## src/rtl/conf_proto_pkg.sv

```systemverilog
// Shared protocol constants, state encodings and helpers for the config frame controller.
package conf_proto_pkg;

    localparam int unsigned BYTE_W      = 8;
    localparam int unsigned NBYTES      = 11;
    localparam int unsigned TIMEOUT_CYC = 2000;
    localparam int unsigned CNT_W       = 4;
    localparam int unsigned TMO_W       = 11;
    localparam int unsigned SLEDS_W     = 9;

    localparam logic [BYTE_W-1:0] SYNC   = 8'hA5;
    localparam logic [BYTE_W-1:0] CMD_WR = 8'h57;
    localparam logic [BYTE_W-1:0] CMD_RD = 8'h52;
    localparam logic [BYTE_W-1:0] ACK    = 8'h06;
    localparam logic [BYTE_W-1:0] NACK   = 8'h15;

    // Status LED bit positions
    localparam int unsigned LED_WR_OK   = 4;
    localparam int unsigned LED_CHK_ERR = 5;
    localparam int unsigned LED_TMO     = 6;
    localparam int unsigned LED_BAD_CMD = 7;
    localparam int unsigned LED_BUSY    = 8;

    typedef enum logic [3:0] {
        ST_IDLE    = 4'd0,
        ST_CMD     = 4'd1,
        ST_DATA    = 4'd2,
        ST_CHK     = 4'd3,
        ST_LOAD    = 4'd4,
        ST_TXLD    = 4'd5,
        ST_TXSTART = 4'd6,
        ST_TXWAIT  = 4'd7,
        ST_TXDONE  = 4'd8,
        ST_RESP    = 4'd9
    } state_t;

    typedef enum logic [1:0] {
        TXSEL_REGS = 2'd0,
        TXSEL_ACK  = 2'd1,
        TXSEL_NACK = 2'd2
    } txsel_t;

    typedef enum logic [1:0] {
        RESP_SEND = 2'd0,
        RESP_BUSY = 2'd1,
        RESP_DONE = 2'd2
    } resp_ph_t;

    // Sticky status flags, packed to line up with sleds[7:4]
    typedef struct packed {
        logic bad_cmd;
        logic tmo;
        logic chk_err;
        logic wr_ok;
    } flags_t;

    // Transmit byte mux: register image, or a response code
    function automatic logic [BYTE_W-1:0] tx_mux(input txsel_t sel, input logic [BYTE_W-1:0] regs);
        case (sel)
            TXSEL_ACK:  return ACK;
            TXSEL_NACK: return NACK;
            default:    return regs;
        endcase
    endfunction

endpackage

```

## src/rtl/conf_frame_timer.sv

```systemverilog
// Inter-byte idle timer: counts while enabled, flags expiry at TIMEOUT_CYC-1.
module conf_frame_timer
    import conf_proto_pkg::*;
(
    input  logic clk,
    input  logic rst,
    input  logic clr,
    input  logic en,
    output logic expire_c
);

    logic [TMO_W-1:0] tmo;

    // Idle cycle counter
    always_ff @(posedge clk or negedge rst) begin
        if (!rst)        tmo <= '0;
        else if (clr)    tmo <= '0;
        else if (en)     tmo <= tmo + TMO_W'(1);
    end

    assign expire_c = en & ~clr & (tmo == TMO_W'(TIMEOUT_CYC - 1));

endmodule

```

## src/rtl/conf_frame_ctrl.sv

```systemverilog
// Frame parser / responder sequencing the config register bank over the serial link.
module conf_frame_ctrl
    import conf_proto_pkg::*;
(
    input  logic               clk,
    input  logic               rst,
    input  logic [BYTE_W-1:0]  rxdw,
    input  logic               rxrdy,
    input  logic               txbusy,
    input  logic [BYTE_W-1:0]  regs_txdw,
    output logic               txena,
    output logic [BYTE_W-1:0]  txdw,
    output logic               shift_rxregs,
    output logic               load_confregs,
    output logic               load_txregs,
    output logic               shift_txregs,
    output logic [SLEDS_W-1:0] sleds
);

    state_t              state, state_n;
    logic [CNT_W-1:0]    cnt, cnt_n;
    logic [BYTE_W-1:0]   chk, chk_n;
    logic [BYTE_W-1:0]   cmd, cmd_n;
    flags_t              flags, flags_n;
    txsel_t              tx_sel, tx_sel_n;
    resp_ph_t            resp_ph, resp_ph_n;
    logic                txena_n, shift_rx_n, load_conf_n, load_tx_n, shift_tx_n;
    logic                tmo_en, tmo_clr, expire_c;

    // Idle timeout only runs while a frame is being received
    assign tmo_en  = (state == ST_CMD) || (state == ST_DATA) || (state == ST_CHK);
    assign tmo_clr = rxrdy | ~tmo_en;

    conf_frame_timer u_timer (
        .clk      (clk),
        .rst      (rst),
        .clr      (tmo_clr),
        .en       (tmo_en),
        .expire_c (expire_c)
    );

    // State, datapath and strobe registers
    always_ff @(posedge clk or negedge rst) begin
        if (!rst) begin
            state         <= ST_IDLE;
            cnt           <= '0;
            chk           <= '0;
            cmd           <= '0;
            flags         <= '0;
            tx_sel        <= TXSEL_REGS;
            resp_ph       <= RESP_SEND;
            txena         <= 1'b0;
            shift_rxregs  <= 1'b0;
            load_confregs <= 1'b0;
            load_txregs   <= 1'b0;
            shift_txregs  <= 1'b0;
        end else begin
            state         <= state_n;
            cnt           <= cnt_n;
            chk           <= chk_n;
            cmd           <= cmd_n;
            flags         <= flags_n;
            tx_sel        <= tx_sel_n;
            resp_ph       <= resp_ph_n;
            txena         <= txena_n;
            shift_rxregs  <= shift_rx_n;
            load_confregs <= load_conf_n;
            load_txregs   <= load_tx_n;
            shift_txregs  <= shift_tx_n;
        end
    end

    // Next-state and next-strobe logic
    always_comb begin
        state_n     = state;
        cnt_n       = cnt;
        chk_n       = chk;
        cmd_n       = cmd;
        flags_n     = flags;
        tx_sel_n    = tx_sel;
        resp_ph_n   = resp_ph;
        txena_n     = 1'b0;
        shift_rx_n  = 1'b0;
        load_conf_n = 1'b0;
        load_tx_n   = 1'b0;
        shift_tx_n  = 1'b0;

        case (state)
            ST_IDLE: begin
                tx_sel_n = TXSEL_REGS;
                if (rxrdy && (rxdw == SYNC)) begin
                    state_n = ST_CMD;
                    flags_n = '0;
                    chk_n   = '0;
                end
            end
            ST_CMD: begin
                if (rxrdy) begin
                    cmd_n = rxdw;
                    chk_n = rxdw;
                    if (rxdw == CMD_WR) begin
                        state_n = ST_DATA;
                        cnt_n   = '0;
                    end else begin
                        state_n = ST_CHK;
                    end
                end
            end
            ST_DATA: begin
                if (rxrdy) begin
                    shift_rx_n = 1'b1;
                    chk_n      = chk ^ rxdw;
                    cnt_n      = cnt + CNT_W'(1);
                    if (cnt == CNT_W'(NBYTES - 1)) state_n = ST_CHK;
                end
            end
            ST_CHK: begin
                if (rxrdy) begin
                    if ((cmd != CMD_WR) && (cmd != CMD_RD)) begin
                        flags_n.bad_cmd = 1'b1;
                        tx_sel_n        = TXSEL_NACK;
                        resp_ph_n       = RESP_SEND;
                        state_n         = ST_RESP;
                    end else if (rxdw != chk) begin
                        flags_n.chk_err = 1'b1;
                        tx_sel_n        = TXSEL_NACK;
                        resp_ph_n       = RESP_SEND;
                        state_n         = ST_RESP;
                    end else if (cmd == CMD_WR) begin
                        load_conf_n = 1'b1;
                        state_n     = ST_LOAD;
                    end else begin
                        load_tx_n = 1'b1;
                        state_n   = ST_TXLD;
                    end
                end
            end
            ST_LOAD: begin
                flags_n.wr_ok = 1'b1;
                tx_sel_n      = TXSEL_ACK;
                resp_ph_n     = RESP_SEND;
                state_n       = ST_RESP;
            end
            ST_TXLD: begin
                cnt_n   = '0;
                state_n = ST_TXSTART;
            end
            ST_TXSTART: begin
                if (!txbusy) begin
                    txena_n = 1'b1;
                    state_n = ST_TXWAIT;
                end
            end
            ST_TXWAIT: begin
                if (txbusy) begin
                    shift_tx_n = 1'b1;
                    state_n    = ST_TXDONE;
                end
            end
            ST_TXDONE: begin
                if (!txbusy) begin
                    if (cnt == CNT_W'(NBYTES - 1)) begin
                        state_n = ST_IDLE;
                    end else begin
                        cnt_n   = cnt + CNT_W'(1);
                        state_n = ST_TXSTART;
                    end
                end
            end
            ST_RESP: begin
                case (resp_ph)
                    RESP_SEND: if (!txbusy) begin
                        txena_n   = 1'b1;
                        resp_ph_n = RESP_BUSY;
                    end
                    RESP_BUSY: if (txbusy) resp_ph_n = RESP_DONE;
                    default:   if (!txbusy) begin
                        tx_sel_n = TXSEL_REGS;
                        state_n  = ST_IDLE;
                    end
                endcase
            end
            default: state_n = ST_IDLE;
        endcase

        // Abandon a stalled frame without loading or answering
        if (expire_c) begin
            state_n     = ST_IDLE;
            flags_n.tmo = 1'b1;
        end
    end

    assign txdw  = tx_mux(tx_sel, regs_txdw);
    assign sleds = {(state != ST_IDLE), flags, state};

endmodule

```

## config.mk

```make
export PLATFORM = sky130hd
export DESIGN_NAME = conf_frame_ctrl
export DESIGN_NICKNAME = d
export VERILOG_FILES = /design/src/rtl/conf_proto_pkg.sv /design/src/rtl/conf_frame_timer.sv /design/src/rtl/conf_frame_ctrl.sv
export SDC_FILE = /design/constraint.sdc
export NUM_CORES = 1
export LEC_CHECK = 0
export CAP_MARGIN = 20
export CORE_ASPECT_RATIO = 0.7
export CORE_MARGIN = 10
export CORE_UTILIZATION = 49
export CTS_CLUSTER_DIAMETER = 30
export DETAILED_ROUTE_END_ITERATION = 10
export PLACE_DENSITY = 0.84
export SLEW_MARGIN = 20
export SYNTH_ARGS = -nofsm -noshare
export SYNTH_HDL_FRONTEND = slang
export SYNTH_HIERARCHICAL = 1
export SYNTH_SLANG_ARGS = --single-unit
export TNS_END_PERCENT = 50
```

## constraint.sdc

```tcl
create_clock -name clk -period 2.5 [get_ports clk]
set_input_delay 0.5 -clock clk [delete_from_list [all_inputs] [get_ports clk]]
set_output_delay 0.5 -clock clk [all_outputs]
set_load 0.05 [all_outputs]
```

==> results.json <==
{
  "ys_dominant_reg_cell": "sky130_fd_sc_hd__dfrtp_1",
  "cap_viol_max_count": 0,
  "finish.utilization_pct": 67.0,
  "grt_pass1_wl_microns": 12300,
  "grt_setup_unrepaired": "false",
  "worst_path_top_cell_family_by_delay": "simple AND/OR/NAND/NOR gates",
  "die-height_microns": 83.0,
  "crit_fanout": 4,
  "detailed_place.area_sq_mm": 0.00347,
  "remaining_drc_errors": 0,
  "slew_headroom_pct": 57.5,
  "finalWeightedCongestion": 0.888,
  "clock_latency_ps": 310,
  "status": "finished clean",
  "crit_chain": "clkdlybuf4s50_1 -> or4_1 -> or4b_4 -> nor3_4 -> a21oi_1 -> o211ai_1 -> o2bb2ai_1",
  "clock_sinks": 48,
  "path_class": "in -> reg",
  "overflow": 0,
  "final_nets": 376,
  "ff2ff_setup_slack_ps": 120,
  "syn2layout_area_growth_pct": 29.4,
  "vdd.ir_drop.worst_mv": 0.560,
  "cp_slowest_stage_delay_ps": 570,
  "post_drt_antenna_nets": 0,
  "cp_num_cells": 7,
  "antenna_cells_inserted": 0,
  "cts_tree": "yes",
  "number_of_vias_after_detailed_routing": 2540,
  "cells_after_synth": 286,
  "die_width_microns": 110,
  "dp_hpwl_microns": 5410,
  "root_buffer": "sky130_fd_sc_hd__clkbuf_8",
  "number_of_enable_type_register_cells_in_the_synthesized_netlist": 0,
  "setup-violations-final": 0,
  "setup_fix_bufs_post_cts": 0,
  "globalRouteTotalUtil_pct": 16.2,
  "tightestPinTransition_ps": 637,
  "std_cell_rows": 22,
  "async_reset_ff_share_pct": 100,
  "cell_pwr_density_mw_per_mm2": 1120,
  "worst_ep_arrival_time_ps": 2570,
  "timing.hold.worst.class": "in -> async",
  "power.leakage_nw": 1.54,
  "setup.worst_path.start_class": "input pin",
  "h_tree_depth": 2,
  "cts_made_buffers": 5,
  "portBuffers": 41,
  "finalClockSkew_ps": 6.24,
  "critical_path_buffer_and_inverter_count": 1,
  "fin_crit_ps": 2400,
  "finalNonFillerCells": 424,
  "post_cts_clock_slew_at_the_launch_and_capture_registers_of_the_worst_setup_and_hold_paths_ps": 90,
  "syn_avg_cell_area_sq_um": 9.72,
  "share_of_final_layout_standard_cells_stronger_than_drive_strength_1_pct": 21.3,
  "cts.hold.buffers_added": 0,
  "top_level_ports": 42,
  "ys_types": 55,
  "end_kind": "register",
  "syn-num-nets": 311,
  "clk_path_buf_depth": 2,
  "finalInstanceArea_sq_mm": 0.00360,
  "placedCellCount": 416,
  "cts_resized": 0,
  "synth.top_cell.area_share_pct": 43.2,
  "synth.yosys.warnings": 6,
  "drtPass1Iterations": 4,
  "critical-path-slowest-cell": "sky130_fd_sc_hd__or4b_4",
  "hold_ws_ps": 207,
  "synth.yosys.seq_area_share_pct": 43.2,
  "synth_top_cell_by_area": "sky130_fd_sc_hd__dfrtp_1",
  "postSynthRegisterBits": 48,
  "final_number_of_max_transition_violations": 0,
  "floorplan.die_area_sq_mm": 0.00913,
  "drt-wirelength-per-cell_microns": 17.0,
  "finalHoldViolCount": 0,
  "finalWirelength_microns": 7220,
  "ys_top_cells_by_area": "sky130_fd_sc_hd__dfrtp_1 (43%), sky130_fd_sc_hd__a22o_1 (5.4%), sky130_fd_sc_hd__o21ai_0 (4.7%)",
  "floorplan.core_area_sq_mm": 0.00537,
  "antenna_violations_before_repair": 0,
  "via_per_inst": 5.99,
  "first_iter_violations": 125,
  "design_power_total_mw": 4.01,
  "fmax_ghz": 0.417,
  "first_global_vias": 2515,
  "grt_start_max_net_pins": 28,
  "r2r_cells": 5,
  "floorplan.initialDensity_pct": 51.8,
  "syn-cell-area_sq_mm": 0.00278,
  "final.period_utilization_pct": 95.9,
  "worstPathRequired_ps": 2670
}
-- where the power goes --
part	total [mW]	internal, mW	switching, mW
clock network	0.596	0.327	0.269
registers	1.22	1.00	0.219
logic	2.19	0.935	1.26
total	4.01	2.27	1.75
-- cells by family after synthesis --
group / Yosys count / share of synthesized area [%]
AOI/OAI and AO/OA: 78 / 19.5
buffers and inverters: 20 / 2.79
adders and majority gates: 5 / 2.25
and+or+nand+nor: 109 / 23.1
xor gates and xnor gates: 16 / 5.04
DFF: 48 / 43.2
muxes: 10 / 4.01
-- worst paths after layout --
kind / start / to
worst max-delay path: rxrdy / state[3]$_DFFE_PN0P_
worst min-delay path: rst / sleds[4]$_DFFE_PN0P_
worst max register to register: state[0]$_DFFE_PN0P_ / chk[0]$_DFFE_PN0P_
worst min register to register: cnt[3]$_DFFE_PN0P_ / cnt[3]$_DFFE_PN0P_
max in group asynchronous: rst / shift_rxregs$_DFF_PN0_
min in group clk: cnt[3]$_DFFE_PN0P_ / cnt[3]$_DFFE_PN0P_
-- final cells by class --
| cell class | instances | area (sq um) |
|---|---|---|
| timing repair buffer | 72 | 641 |
| sequential | 48 | 1210 |
| clock inverter | 2 | 38.8 |
| inverter | 6 | 22.5 |
| fill | 422 | 1770 |
| tap | 72 | 90.1 |
| clock buffer | 6 | 82.6 |
| multi-input combinational | 218 | 1520 |
-- worst reg2reg max path, cell delays in order, from the launching register on --
cell	delay (ps)
sky130_fd_sc_hd__dfrtp_2	450
sky130_fd_sc_hd__or4_4	590
sky130_fd_sc_hd__or4_1	590
sky130_fd_sc_hd__and2_4	220
sky130_fd_sc_hd__a22o_1	240
sky130_fd_sc_hd__a22o_1	190
-- flip-flops by register name (all words and copies together), names as in the netlist, 2 cells and up --
signal and flops:
chk 8, cmd 8, cnt 4, resp_ph 2, sleds 4, state 4
tx_sel 2, u_timer/tmo 11
-- per-layer routing --
layer	global-route usage [%]	wire length (microns)
met1	23.2	3330
met2	23.4	3220
met3	3.70	515
met4	5.04	147
met5	0	0
-- metrics by stage --
stage / setup slack, ps / setup TNS [ps]
after floorplan: 11.7 / 0
after global placement: -146 / -1110
after detailed placement: -189 / -1800
after CTS: 118 / 0
after global routing: 5.35 / 0
final: 103 / 0
-- layout by cell type (no fill, tap or decap), types with 7 or more instances in the layout --
cell type / instances
sky130_fd_sc_hd__nor2_1: 19
sky130_fd_sc_hd__a21oi_1: 8
sky130_fd_sc_hd__nand2_1: 23
sky130_fd_sc_hd__mux2_2: 9
sky130_fd_sc_hd__xor2_1: 14
sky130_fd_sc_hd__dfrtp_1: 44
sky130_fd_sc_hd__clkdlybuf4s50_1: 31
sky130_fd_sc_hd__a22o_1: 17
sky130_fd_sc_hd__nand2b_1: 7
sky130_fd_sc_hd__o21ai_0: 26
sky130_fd_sc_hd__buf_4: 38
-- cell usage after synthesis (7+ instances only) --
cell type,number
sky130_fd_sc_hd__a21oi_1,8
sky130_fd_sc_hd__a22o_1,17
sky130_fd_sc_hd__clkbuf_1,12
sky130_fd_sc_hd__dfrtp_1,48
sky130_fd_sc_hd__mux2_2,9
sky130_fd_sc_hd__nand2_1,23
sky130_fd_sc_hd__nand2b_1,7
sky130_fd_sc_hd__nor2_1,19
sky130_fd_sc_hd__o21ai_0,26
sky130_fd_sc_hd__xor2_1,14
No activity file was read; power rests on OpenSTA's default activity.
